## src/rtl/mem_arbiter_pkg.sv

```systemverilog
// Shared CPU/memory types for the memory arbiter: RAM handshake states,
// arbiter FSM states and the source-id encoding used on grant_id.
package mem_arbiter_pkg;

    typedef enum logic [1:0] {
        RAM_FREE   = 2'd0,
        RAM_BUSY   = 2'd1,
        RAM_ACCESS = 2'd2,
        RAM_ERROR  = 2'd3
    } ramstate_e;

    typedef enum logic {
        IDLE  = 1'b0,
        GRANT = 1'b1
    } arb_state_e;

    localparam int SRC_ID_W = 16;
    typedef logic [SRC_ID_W-1:0] src_id_t;

    // Data source of core c is 2*c, instruction source is 2*c+1.
    function automatic src_id_t make_src_id(input int unsigned core, input logic instr);
        return src_id_t'(core * 2 + (instr ? 1 : 0));
    endfunction

    function automatic int idx_w(input int n);
        return (n > 1) ? $clog2(n) : 1;
    endfunction

endpackage

```

## src/rtl/mem_arbiter_rr_picker.sv

```systemverilog
// Round-robin picker: returns the first requesting core at or after rr,
// wrapping around, plus a valid flag when any core requests.
module rr_picker #(
    parameter int CPUS = 2,
    parameter int CW   = 1
) (
    input  logic [CPUS-1:0] req_i,
    input  logic [CW-1:0]   rr_i,
    output logic [CW-1:0]   idx_o,
    output logic            vld_o
);

    int c;

    always_comb begin
        idx_o = '0;
        vld_o = 1'b0;
        c     = 0;
        for (int i = 0; i < CPUS; i++) begin
            c = int'(rr_i) + i;
            if (c >= CPUS) c = c - CPUS;
            if (!vld_o && req_i[c]) begin
                vld_o = 1'b1;
                idx_o = CW'(c);
            end
        end
    end

endmodule

```

## src/rtl/mem_arbiter.sv

```systemverilog
// Round-robin arbiter sharing one RAM port between the instruction and data
// ports of CPUS cores; data beats instruction within a core, writes beat reads.
module mem_arbiter
    import mem_arbiter_pkg::*;
#(
    parameter int CPUS    = 2,
    parameter int AW      = 32,
    parameter int DW      = 32,
    parameter int TIMEOUT = 255
) (
    input  logic                       CLK,
    input  logic                       RST,
    input  logic [CPUS-1:0]            cpu_iREN,
    input  logic [CPUS-1:0]            cpu_dREN,
    input  logic [CPUS-1:0]            cpu_dWEN,
    input  logic [CPUS*AW-1:0]         cpu_iaddr,
    input  logic [CPUS*AW-1:0]         cpu_daddr,
    input  logic [CPUS*DW-1:0]         cpu_dstore,
    output logic [CPUS-1:0]            cpu_iwait,
    output logic [CPUS-1:0]            cpu_dwait,
    output logic [CPUS*DW-1:0]         cpu_iload,
    output logic [CPUS*DW-1:0]         cpu_dload,
    output logic [AW-1:0]              ramaddr,
    output logic [DW-1:0]              ramstore,
    output logic                       ramREN,
    output logic                       ramWEN,
    input  logic [DW-1:0]              ramload,
    input  logic [1:0]                 ramstate,
    output logic                       busy,
    output logic [$clog2(2*CPUS)-1:0]  grant_id,
    output logic                       timeout_err
);

    localparam int CW   = idx_w(CPUS);
    localparam int GIDW = $clog2(2*CPUS);
    localparam int CNTW = $clog2(TIMEOUT + 1);

    arb_state_e      state_q, state_d;
    logic [CW-1:0]   rr_q, rr_d;
    logic [CW-1:0]   gcore_q, gcore_d;
    logic            ginstr_q, ginstr_d;
    logic [CNTW-1:0] cnt_q, cnt_d;
    logic            tout_q, tout_d;

    ramstate_e       rs;
    logic [CPUS-1:0] any_req;
    logic [CW-1:0]   pick_idx;
    logic            pick_vld;
    logic [CW-1:0]   rr_next;
    logic            g_active;

    logic [AW-1:0] iaddr_a  [CPUS];
    logic [AW-1:0] daddr_a  [CPUS];
    logic [DW-1:0] dstore_a [CPUS];

    for (genvar c = 0; c < CPUS; c++) begin : g_unpack
        assign iaddr_a[c]  = cpu_iaddr[c*AW +: AW];
        assign daddr_a[c]  = cpu_daddr[c*AW +: AW];
        assign dstore_a[c] = cpu_dstore[c*DW +: DW];
    end

    assign rs      = ramstate_e'(ramstate);
    assign any_req = cpu_iREN | cpu_dREN | cpu_dWEN;

    rr_picker #(
        .CPUS (CPUS),
        .CW   (CW)
    ) u_pick (
        .req_i (any_req),
        .rr_i  (rr_q),
        .idx_o (pick_idx),
        .vld_o (pick_vld)
    );

    // Pointer moves past the granted core on completion or timeout.
    always_comb begin
        if (CPUS == 1)                     rr_next = '0;
        else if (gcore_q == CW'(CPUS - 1)) rr_next = '0;
        else                               rr_next = gcore_q + CW'(1);
    end

    // The grant tracks the live request; a withdrawn request ends it at once.
    assign g_active = ginstr_q ? cpu_iREN[gcore_q]
                               : (cpu_dREN[gcore_q] | cpu_dWEN[gcore_q]);

    always_comb begin
        state_d   = state_q;
        rr_d      = rr_q;
        gcore_d   = gcore_q;
        ginstr_d  = ginstr_q;
        cnt_d     = cnt_q;
        tout_d    = 1'b0;
        ramREN    = 1'b0;
        ramWEN    = 1'b0;
        ramaddr   = '0;
        ramstore  = '0;
        cpu_iwait = cpu_iREN;
        cpu_dwait = cpu_dREN | cpu_dWEN;
        case (state_q)
            IDLE: begin
                if (pick_vld) begin
                    gcore_d  = pick_idx;
                    ginstr_d = ~(cpu_dREN[pick_idx] | cpu_dWEN[pick_idx]);
                    cnt_d    = '0;
                    state_d  = GRANT;
                end
            end
            GRANT: begin
                if (!g_active) begin
                    state_d = IDLE;
                end else begin
                    if (ginstr_q) begin
                        ramREN  = 1'b1;
                        ramaddr = iaddr_a[gcore_q];
                    end else begin
                        ramWEN   = cpu_dWEN[gcore_q];
                        ramREN   = cpu_dREN[gcore_q] & ~cpu_dWEN[gcore_q];
                        ramaddr  = daddr_a[gcore_q];
                        ramstore = dstore_a[gcore_q];
                    end
                    if (rs == RAM_ACCESS) begin
                        if (ginstr_q) cpu_iwait[gcore_q] = 1'b0;
                        else          cpu_dwait[gcore_q] = 1'b0;
                        rr_d    = rr_next;
                        state_d = IDLE;
                    end else begin
                        cnt_d = cnt_q + CNTW'(1);
                        if (cnt_q == CNTW'(TIMEOUT - 1)) begin
                            tout_d  = 1'b1;
                            rr_d    = rr_next;
                            state_d = IDLE;
                        end
                    end
                end
            end
            default: state_d = IDLE;
        endcase
    end

    always_ff @(posedge CLK or posedge RST) begin
        if (RST) begin
            state_q  <= IDLE;
            rr_q     <= '0;
            gcore_q  <= '0;
            ginstr_q <= 1'b0;
            cnt_q    <= '0;
            tout_q   <= 1'b0;
        end else begin
            state_q  <= state_d;
            rr_q     <= rr_d;
            gcore_q  <= gcore_d;
            ginstr_q <= ginstr_d;
            cnt_q    <= cnt_d;
            tout_q   <= tout_d;
        end
    end

    assign busy        = (state_q == GRANT);
    assign grant_id    = busy ? GIDW'(make_src_id(32'(gcore_q), ginstr_q)) : '0;
    assign timeout_err = tout_q;
    assign cpu_iload   = {CPUS{ramload}};
    assign cpu_dload   = {CPUS{ramload}};

endmodule
```

## config.mk

```make
export PLATFORM = sky130hd
export DESIGN_NAME = mem_arbiter
export DESIGN_NICKNAME = d
export VERILOG_FILES = /design/src/rtl/mem_arbiter_pkg.sv /design/src/rtl/mem_arbiter_rr_picker.sv /design/src/rtl/mem_arbiter.sv
export SDC_FILE = /design/constraint.sdc
export NUM_CORES = 1
export LEC_CHECK = 0
export BUFFER_PORTS_ARGS = -buffer_cell sky130_fd_sc_hd__buf_2
export CAP_MARGIN = 25
export CORE_AREA = 2 2 170 172
export DETAILED_ROUTE_END_ITERATION = 16
export DIE_AREA = 0 0 172 174
export MAX_ROUTING_LAYER = met4
export SYNTH_ARGS = -nofsm -noshare
export SYNTH_HDL_FRONTEND = slang
export SYNTH_SLANG_ARGS = --single-unit
```

## constraint.sdc

```tcl
create_clock -name CLK -period 2 [get_ports CLK]
set_clock_uncertainty 0.2 [all_clocks]
set_input_delay 0.2 -clock CLK [delete_from_list [all_inputs] [get_ports CLK]]
set_output_delay 0.2 -clock CLK [all_outputs]
set_load 0.01 [all_outputs]
```

==> results of run 1 <==
## worst max-delay path: stages (launching register included)
cell and delay (ns):
sky130_fd_sc_hd__dfrtp_2 0.42, sky130_fd_sc_hd__nor3_1 0.33, sky130_fd_sc_hd__nor4b_4 0.10, sky130_fd_sc_hd__buf_4 0.16
sky130_fd_sc_hd__nor2_4 0.13, sky130_fd_sc_hd__buf_12 0.21, sky130_fd_sc_hd__nor2b_1 0.09, sky130_fd_sc_hd__buf_2 0.15
## logic make-up (layout without fill, tap and decap cells)
logic type / after synthesis / after routing / share of synthesized area, %
adders and majority gates: 2 / 2 / 0.7706
and+or+nand+nor: 104 / 104 / 15.84
muxes: 66 / 66 / 32.68
buffers and inverters: 160 / 327 / 34.45
other: 0 / 5 / 0
DFF: 13 / 13 / 10.02
AOI/OAI and AO/OA: 29 / 29 / 6.243
## state kept, by name, indices dropped and copies added (netlist names)
name         flops
cnt_q            8
busy             1
gcore_q          1
ginstr_q         1
rr_q             1
timeout_err      1
## metrics by stage
stage / instances / power, uW / setup slack [ns] / TNS [ns] / instance area [um2]
finish: 930 / 6525 / -0.2586 / -10.90 / 5044
detailed placement: 909 / 4814 / 0.01448 / 0 / 4297
floorplan: 374 / 3284 / 0.1627 / 0 / 3247
global route: 930 / 6996 / -0.3082 / -15.35 / 5044
global placement: 909 / 4774 / 0.01524 / 0 / 4297
CTS: 922 / 6032 / -0.2346 / -10.87 / 4728
## worst max-delay path by stage
| stage | end | start | slack [ns] | depth (start not counted) |
|---|---|---|---|---|
| global placement | ramaddr[25] | ginstr_q | 0.02 | 7 |
| detailed placement | cnt_q[7] | ginstr_q | 0.01 | 5 |
| finish | ramaddr[19] | ginstr_q | -0.26 | 7 |
| global route | ramaddr[5] | ginstr_q | -0.31 | 7 |
| CTS | ramaddr[19] | ginstr_q | -0.23 | 7 |
| floorplan | ramstore[13] | ginstr_q | 0.16 | 5 |
## cells in the final DEF, fill, tap and decap left out, drive strengths merged
cell         count
a211o            1
a21boi           2
a21o             2
a21oi            3
buf            312
clkbuf           5
dfrtp           13
diode            5
dlygate4sd3      1
ha               2
inv              9
mux2i           34
mux4            32
nand2            8
nand2b           2
nand3            4
nand4            2
nor2            44
nor2b           34
nor3             8
nor4b            1
o211ai           4
o21ai            7
o22a             1
o311ai           2
o31a             1
o31ai            3
o32ai            1
o41ai            2
or3              1
## cell type report
| type | instances | area share [%] |
|---|---|---|
| diodes | 5 | 0.2481 |
| clock buffers | 4 | 1.563 |
| inverters | 9 | 0.6698 |
| multi-input cells | 201 | 41.95 |
| flip-flops and latches | 13 | 6.549 |
| well taps | 384 | 9.526 |
| repair buffers | 314 | 39.49 |
## report_power, final
part	switching [uW]	internal [uW]
clock network	109	269
registers	78.4	334
logic	2750	2980
## repair_timing
item / 4_1_cts / 5_1_grt
endpoints found under the hold margin: 13 / 0
setup endpoints to repair: 65 / 73
cloned: 2 / 1
hold buffers: 1 / 0
pin swaps: 15 / 21
gates resized for setup: 54 / 60
setup buffers: 6 / 3
## metal layers
| layer | GRT usage, % | wire length [um] | vias up |
|---|---|---|---|
| li1 | - | - | 1506 |
| met1 | 8.058 | 4773 | 1549 |
| met2 | 15.38 | 7194 | 264 |
| met3 | 2.026 | 1590 | 64 |
| met4 | 3.922 | 669 | 0 |
| met5 | - | 0 | - |
==> summary.md, run 1 <==
| Metric | Value |
|---|---|
| Status | `complete, but fails checks` |
| Violations in the final reports | `setup timing` |
| Number of placed I/O pins | `436` |
| Core Region | `0.02824 mm2` |
| Setup repair after global routing missed its margin | `yes` |
| Max-slew violation count | `0` |
| Clock transition time at the flip-flop clock pins of the worst setup and hold paths | `0.05 ns` |
| Flop and latch count out of synthesis | `13` |
| Clock latency reported for the late side of the worst-skew pair | `0.24 ns` |
| Maximum achievable frequency | `442.8 MHz` |
| Count of final setup violators | `66` |
| Fin crit period | `2.259 ns` |
| Share of the synthesized area in the top cell type | `29.83%` |
| PnR worst setup slack | `-0.2586 ns` |
| Capture instance of the worst register-to-register path | `cnt_q[1]` |
| Number of detailed-routing iterations run before antenna repair | `4` |
| Aggregate global-route resource usage | `8.324%` |
| Placer's final routability congestion estimate | `0.7995` |
| Worst Hold Slack | `0.1757 ns` |
| Count of buffers from port buffering | `275` |
| Final Core Density | `17.86%` |
| Routed via count | `3383` |
| Number of rows in the core area | `62` |
| Async S/R FF share, synth | `100.0%` |
| Register-to-register path setup slack | `-0.01 ns` |
| Die X | `172 um` |
| Most frequently used cell type in the post-synthesis netlist | `sky130_fd_sc_hd__buf_4` |
| Power density relative to cell area | `1294 mW/mm2` |
| Maximum vdd ir drop | `0.5367 mV` |
| CTS tree | `yes` |
| Worst Tran Pin Value | `0.5484 ns` |
| Via count of the first global-routing pass | `3171` |
| Leak pwr | `0.002353 uW` |
| Remaining global-route overflow | `0` |
| Number of buffers inserted during clock tree synthesis | `3` |
| Primary flip-flop cell chosen by synthesis mapping | `sky130_fd_sc_hd__dfrtp_1` |
| Hold Startpoint | `cpu_iREN[0]` |
| Longest Clk Path Bufs | `2` |
| Final-stage net count | `778` |
| Crit start category | `flip-flop` |
| Number of cells produced by synthesis | `374` |
| Maximum number of pins on one net before global-route repair | `39` |
| Layout fillers | `3202` |
| Crit. End Element | `output port` |
| Fraction of layout cells with a size suffix above 1 | `72.64%` |
| Worst slew margin relative to its limit | `63.20%` |
| Die H | `174 um` |
| Mapped Avg Cell Area | `8.681 um2` |
| Final hold vios | `0` |
| Largest cells by area after synthesis | `sky130_fd_sc_hd__buf_4 (30%), sky130_fd_sc_hd__mux4_2 (22%), sky130_fd_sc_hd__mux2i_1 (10%)` |
| Nets in the synthesized netlist | `610` |
| # clock sinks | `13` |
| CP Max Fanout | `38` |
| Initial antenna violation count | `7` |
| Total routed wirelength | `14.23 mm` |
| Number of design rule violations left after detail routing | `0` |
| Sequential cell area fraction in the yosys report | `10.02%` |
| Cell Area, Synth | `0.003247 mm2` |
| Post-synth cell types | `33` |
| Antenna-violating nets left | `0` |
| H-tree depth | `1` |
| Via count normalized by instance count | `3.638` |
| Footprint of the flip-flops and latches | `330.3 um2` |
| Worst endpoint required time | `1.60 ns` |
| Cell chosen for the clock root | `sky130_fd_sc_hd__clkbuf_16` |
| Synthesis warning total | `0` |
| Relative area change from synthesis to final layout | `55.34%` |
| Top cell type by total area after synthesis | `sky130_fd_sc_hd__buf_4` |
| Final cycle utilization of the critical path | `112.9%` |
| Hold-critical path endpoint | `gcore_q` |
| Worst-case reg-to-reg path depth | `6` |
| Detailed Place HPWL | `11.45 mm` |
| First-pass GRT wire length | `17.99 mm` |
| RR Startpoint | `ginstr_q` |
| Die footprint | `0.02993 mm2` |
| Post-synth EDFFs | `0` |
| Hold depth | `4` |
| Worst setup path class | `reg -> out` |
| Initial detailed-routing violation count | `117` |
| Maximum capacitance violations | `0` |
| Wire per inst | `15.30 um` |
| Hold WC Path Type | `in -> reg` |
| Leading post-synthesis cells by instance count | `sky130_fd_sc_hd__buf_4 (129), sky130_fd_sc_hd__nor2_1 (44), sky130_fd_sc_hd__mux2i_1 (34), sky130_fd_sc_hd__nor2b_1 (34), sky130_fd_sc_hd__mux4_2 (32)` |
| Starting density of the core | `11.50%` |
| Multi-input gate area | `0.002116 mm2` |
| Worst Path Arrival | `1.86 ns` |
Power figures use the tool's default switching activity.
==> run 2, diff against run 1 <==
- CORE_AREA: 2 2 170 172 -> 2 2 167 169
- CTS_BUF_LIST: default -> sky130_fd_sc_hd__clkbuf_4
- DIE_AREA: 0 0 172 174 -> 0 0 169 171
==> run 2 against run 1 <==
Effect of this change:
- the run still ends with setup timing left
- non-clock buffer count rose by 5
- critical path depth unchanged
- count of clock-buffer cells in the layout did not move
- first-iteration DRC count grew 6.0%
==> summary.md, run 2 (synthesized netlist as in run 1, its figures left out) <==
| Metric | Value |
|---|---|
| Number of buffer and inverter stages on the critical path | `3` |
| Power density relative to cell area | `1273 mW/mm2` |
| Cell chain of the critical path | `nor2b_4 -> nor4b_4 -> buf_6 -> nor2_4 -> buf_12 -> nor2b_1 -> buf_2` |
| Maximum achievable frequency | `431.8 MHz` |
| Hold Startpoint | `cpu_dWEN[0]` |
| Hold-critical path endpoint | `gcore_q` |
| Maximum number of pins on one net before global-route repair | `34` |
| First-pass GRT wire length | `19.99 mm` |
| Slowest CP cell | `sky130_fd_sc_hd__dfrtp_2` |
| Die X | `169 um` |
| Wire per inst | `16.75 um` |
| Capture instance of the worst register-to-register path | `cnt_q[6]` |
| Crit start category | `flip-flop` |
| Antenna-violating nets left | `0` |
| Remaining global-route overflow | `0` |
| Number of buffers inserted during clock tree synthesis | `3` |
| Core Region | `0.02732 mm2` |
| Cell chosen for the clock root | `sky130_fd_sc_hd__clkbuf_4` |
| Status | `complete, but fails checks` |
| Worst slew margin relative to its limit | `66.57%` |
| Total routed wirelength | `15.00 mm` |
| Violations in the final reports | `setup timing` |
| Most frequent standard cell in the layout excluding fill and tap cells | `sky130_fd_sc_hd__buf_2` |
| Comb pwr share | `90.3%` |
| Final-stage net count | `786` |
| Worst setup path class | `reg -> out` |
| Number of detailed-routing iterations run before antenna repair | `4` |
| Final cycle utilization of the critical path | `115.8%` |
| Die H | `171 um` |
| Worst Hold Slack | `0.1963 ns` |
| Sw frac | `47.04%` |
| Fin crit period | `2.316 ns` |
| Count of final setup violators | `73` |
| Register-to-register path setup slack | `-0.13 ns` |
| Clock latency reported for the late side of the worst-skew pair | `0.28 ns` |
| Relative area change from synthesis to final layout | `46.78%` |
| Clock transition time at the flip-flop clock pins of the worst setup and hold paths | `0.09 ns` |
| H-tree depth | `1` |
| Maximum vdd ir drop | `0.5664 mV` |
| Final hold vios | `0` |
| Via count normalized by instance count | `3.744` |
| Setup repair after global routing missed its margin | `yes` |
| Max-slew violation count | `0` |
| Int Pwr | `3213 uW` |
| Longest Clk Path Bufs | `2` |
| Hold WC Path Type | `in -> reg` |
| Number of design rule violations left after detail routing | `0` |
| Routed via count | `3355` |
| Maximum capacitance violations | `0` |
| CP top delay family | `simple AND/OR/NAND/NOR gates` |
| Initial antenna violation count | `2` |
| CTS tree | `yes` |
| PnR worst setup slack | `-0.3159 ns` |
| Via count of the first global-routing pass | `3256` |
| Detailed Place HPWL | `11.34 mm` |
| RR Startpoint | `ginstr_q` |
| CP Max Fanout | `10` |
| Worst path max stage delay | `0.45 ns` |
| Starting density of the core | `11.88%` |
| Worst Path Arrival | `1.92 ns` |
| Aggregate global-route resource usage | `9.488%` |
| Place WS | `-0.2982 ns` |
| Stages on worst setup path | `7` |
| Initial detailed-routing violation count | `124` |
| Layout fillers | `3072` |
| Die footprint | `0.02890 mm2` |
| Hold depth | `5` |
| Leak pwr | `0.002357 uW` |
| Worst Tran Pin Value | `0.5010 ns` |
| Final-layout setup total negative slack | `-16.10 ns` |
| Worst-case reg-to-reg path depth | `9` |
| Crit. End Element | `output port` |
| Highest-count cells in the layout ignoring fill and taps | `sky130_fd_sc_hd__buf_2 (267), sky130_fd_sc_hd__mux2i_1 (34), sky130_fd_sc_hd__nor2_1 (33)` |
| Count of buffers from port buffering | `275` |
| Share of total power in sequential cells | `6.7%` |
| Placer's final routability congestion estimate | `0.7872` |
| Reg with most FFs | `cnt_q` |
| Fraction of layout cells with a size suffix above 1 | `71.04%` |
| Net switching power | `2853 uW` |
| # clock sinks | `13` |
| Number of placed I/O pins | `436` |
| Number of rows in the core area | `61` |
| Clock network power share | `3.0%` |
| Worst endpoint required time | `1.60 ns` |
| Number of flip-flops in the largest register | `8` |
run 2: cell types whose count changed in the layout (fill, tap and decap cells not counted), moves of 4 or more:
cell	previous run	this run
sky130_fd_sc_hd__diode_2	5	1
sky130_fd_sc_hd__mux2i_1	29	34
sky130_fd_sc_hd__nor2_4	29	8
sky130_fd_sc_hd__nor2_2	0	6
sky130_fd_sc_hd__buf_2	246	267
sky130_fd_sc_hd__nor2_1	15	33
sky130_fd_sc_hd__nor2b_1	31	27
sky130_fd_sc_hd__buf_6	36	18
sky130_fd_sc_hd__clkbuf_4	0	4
run 2: worst max-delay path by stage:
stage,startpoint,to,slack (ns)
2_1_floorplan,ginstr_q,ramstore[13],0.16
3_3_place_gp,ginstr_q,ramaddr[28],-0.18
3_5_place_dp,ginstr_q,ramREN,-0.30
4_1_cts,gcore_q,ramaddr[9],-0.29
5_1_grt,ginstr_q,ramaddr[15],-0.34
6_report,ginstr_q,ramaddr[9],-0.32
run 2: metrics by stage:
stage / area (um2) / util, % / std cells / power, uW
2_1_floorplan: 3247 / - / 374 / 3284
3_3_place_gp: 4189 / 15.33 / 868 / 4610
3_5_place_dp: 4189 / 15.33 / 868 / 4654
4_1_cts: 4507 / 16.49 / 890 / 5677
5_1_grt: 4766 / 17.44 / 896 / 6530
6_report: 4766 / 17.44 / 896 / 6066
run 2: tightest hold or removal path: stages:
cell	delay (ns)
sky130_fd_sc_hd__buf_2	0.09
sky130_fd_sc_hd__buf_4	0.13
sky130_fd_sc_hd__nor3_1	0.07
sky130_fd_sc_hd__nor2_1	0.09
sky130_fd_sc_hd__o31ai_1	0.07
run 2: repair_timing:
action / in CTS / in global routing
endpoints found under the setup margin: 77 / 78
pin swaps: 10 / 6
gates cloned: 4 / 1
gates resized for setup: 29 / 46
setup buffers: 13 / 7
endpoints found under the hold margin: 13 / 0
hold buffers: 1 / 0
run 2: area by class of cell:
type / count / area [um2] / area share [%]
Multi-Input combinational cell: 204 / 2017 / 42.32
Inverter: 9 / 33.78 / 0.7088
Tap cell: 346 / 432.9 / 9.084
Timing Repair Buffer: 319 / 1919 / 40.27
Clock buffer: 4 / 30.03 / 0.6301
Sequential cell: 13 / 330.3 / 6.931
Antenna cell: 1 / 2.502 / 0.05251
run 2: metal layers:
layer	share of wire, %	global-route usage [%]
met1	35	9.767
met2	50	16.82
met3	11	2.892
met4	3.9	4.051
met5	0	-
run 2: power by group through the flow:
stage	Combinational [uW]	Sequential, uW	Clock (uW)
2_1_floorplan	2900	381	0
3_3_place_gp	4210	395	0
3_5_place_dp	4260	398	0
4_1_cts	5090	400	182
5_1_grt	5930	413	190
6_report	5480	405	181
==> run 3, diff against run 2 <==
- CORE_AREA: 2 2 167 169 -> 8 8 163 165
- DIE_AREA: 0 0 169 171 -> 0 0 171 173
==> run 3 against run 2 <==
Effect of this change:
- the run still ends with setup timing left
- critical path depth decreased by 1
- sequential power increased by 8.9%
- final area increased by 10%
- count of clock-buffer cells in the layout unchanged
- global-route usage decreased by 0.33 points
- cell count decreased by 2.6%
- combinational power increased by 20%
- critical endpoint is now ramstore[6]
- largest cell class unchanged
==> summary.md, run 3 (synthesized netlist as in run 1, its figures left out) <==
| Metric | Value |
|---|---|
| Highest-count cells in the layout ignoring fill and taps | `sky130_fd_sc_hd__buf_2 (246), sky130_fd_sc_hd__buf_6 (35), sky130_fd_sc_hd__mux4_2 (32)` |
| Int Pwr | `3977 uW` |
| H-tree depth | `1` |
| Max-slew violation count | `0` |
| Highest signal layer in the routed design | `met4` |
| Most frequent standard cell in the layout excluding fill and tap cells | `sky130_fd_sc_hd__buf_2` |
| Leak pwr | `0.002463 uW` |
| Wire per inst | `18.98 um` |
| Worst slew margin relative to its limit | `63.14%` |
| Post-route met1 wirelength | `6.060 mm` |
| Sw frac | `44.73%` |
| Worst setup path class | `reg -> out` |
| Placer's final routability congestion estimate | `0.8773` |
| Worst endpoint required time | `1.60 ns` |
| Power density relative to cell area | `1371 mW/mm2` |
| Die H | `173 um` |
| Maximum achievable frequency | `438.4 MHz` |
| Share of total power in sequential cells | `6.1%` |
| Dpl cells | `844` |
| Worst Hold Slack | `0.1752 ns` |
| CTS tree | `yes` |
| Slowest CP cell | `sky130_fd_sc_hd__dfrtp_4` |
| Place WS | `-0.006108 ns` |
| Total routed wirelength | `16.57 mm` |
| Aggregate global-route resource usage | `9.156%` |
| Fraction of layout cells with a size suffix above 1 | `76.28%` |
| Number of buffers inserted during clock tree synthesis | `3` |
| Number of placed I/O pins | `436` |
| Met2 wire len | `8.100 mm` |
| Number of detailed-routing iterations run before antenna repair | `6` |
| Status | `complete, but fails checks` |
| First-pass GRT wire length | `20.77 mm` |
| Core Region | `0.02396 mm2` |
| Relative area change from synthesis to final layout | `61.66%` |
| Clock latency reported for the late side of the worst-skew pair | `0.28 ns` |
| Maximum capacitance violations | `0` |
| Fin crit period | `2.281 ns` |
| Count of final setup violators | `70` |
| Setup repair after global routing missed its margin | `yes` |
| Maximum vdd ir drop | `0.6201 mV` |
| Crit start category | `flip-flop` |
| Remaining global-route overflow | `0` |
| Worst Path Arrival | `1.88 ns` |
| Total power consumption of the routed design | `7195 uW` |
| Final cycle utilization of the critical path | `114.1%` |
| Final-stage net count | `785` |
| Reg with most FFs | `cnt_q` |
| Detailed Place HPWL | `12.31 mm` |
| Clock transition time at the flip-flop clock pins of the worst setup and hold paths | `0.08 ns` |
| Number of design rule violations left after detail routing | `0` |
| PnR worst setup slack | `-0.2812 ns` |
| Longest Clk Path Bufs | `2` |
| Multi-input gate area | `0.002241 mm2` |
| Total met3 wirelength after detailed routing | `1.944 mm` |
| Worst path max stage delay | `0.55 ns` |
| Antenna-violating nets left | `0` |
| Footprint of the flip-flops and latches | `330.3 um2` |
| Via count normalized by instance count | `3.908` |
| Initial antenna violation count | `1` |
| Count of buffers from port buffering | `275` |
| Cell chosen for the clock root | `sky130_fd_sc_hd__clkbuf_4` |
| Starting density of the core | `13.55%` |
| Initial detailed-routing violation count | `141` |
| Routed via count | `3412` |
| Comb pwr share | `91.3%` |
| Most prevalent standard cell on the critical path | `sky130_fd_sc_hd__buf_6` |
| Worst Tran Pin Value | `0.5492 ns` |
| Hold WC Path Type | `in -> reg` |
| Layout fillers | `2630` |
| Crit. End Element | `output port` |
| Die X | `171 um` |
| CP Max Fanout | `6` |
| Die footprint | `0.02958 mm2` |
| Cell chain of the critical path | `buf_6 -> a211o_4 -> buf_6 -> buf_6 -> nor2_1 -> buf_2` |
| Clock network power share | `2.6%` |
| Via count of the first global-routing pass | `3638` |
| Net switching power | `3218 uW` |
| Violations in the final reports | `setup timing` |
| Non-filler instance count after layout | `873` |
| Number of rows in the core area | `57` |
| Number of flip-flops in the largest register | `8` |
| # clock sinks | `13` |
| Final hold vios | `0` |
| Maximum number of pins on one net before global-route repair | `34` |
[run 3: final timing paths]
check | startpoint | to | slack, ns | cells after the start
setup / recovery | gcore_q | ramstore[6] | -0.28 | 6
hold / removal | cpu_iREN[1] | ginstr_q | 0.18 | 4
setup reg to reg | ginstr_q | cnt_q[1] | 0.03 | 7
hold reg to reg | cnt_q[5] | cnt_q[5] | 0.30 | 1
max in group asynchronous | RST | gcore_q | 0.90 | 3
min in group asynchronous | RST | cnt_q[1] | 0.30 | 3
[run 3: power groups by stage]
| stage | clock network, uW | registers [uW] | logic (uW) |
|---|---|---|---|
| 4_1_cts | 189 | 424 | 4880 |
| 2_1_floorplan | 0 | 381 | 2900 |
| 3_3_place_gp | 0 | 413 | 4300 |
| 3_5_place_dp | 0 | 415 | 4350 |
| 6_report | 185 | 441 | 6570 |
| 5_1_grt | 199 | 452 | 7020 |
[run 3: layout make-up]
class | instances | share of cell area [%]
repair buffers | 321 | 42.03
well taps | 324 | 7.723
flip-flops and latches | 13 | 6.293
clock buffers | 4 | 0.5721
diodes | 1 | 0.04768
inverters | 9 | 0.6436
multi-input cells | 201 | 42.69
[run 3: stage by stage]
step           setup TNS [ns]  util, %  area (um2)
6_report               -15.57    21.90        5249
4_1_cts                -12.30    18.47        4427
5_1_grt                -20.70    21.90        5249
3_3_place_gp        -0.003034    17.46        4183
3_5_place_dp        -0.006108    17.46        4183
2_1_floorplan               0        -        3247
[run 3: critical path: cells and delay by family, from the launching register on]
| kind | cells | cell delay (ns) |
|---|---|---|
| buffers and inverters | 4 | 0.58 |
| AND/OR/NAND/NOR | 1 | 0.10 |
| AO/OA/AOI/OAI | 1 | 0.37 |
| flip-flops | 1 | 0.55 |
[run 3: routing by layer]
layer,track usage [%],up-vias
met4,2.863,0
met1,9.961,1582
met2,15.62,266
li1,-,1524
met5,-,-
met3,2.892,40
[run 3: timing repair]
action	in CTS	in global routing
gates cloned	3	6
hold endpoints to repair	13	0
gates resized for setup	21	126
hold buffers	1	0
endpoints found under the setup margin	66	75
pin swaps	1	31
setup buffers	3	13
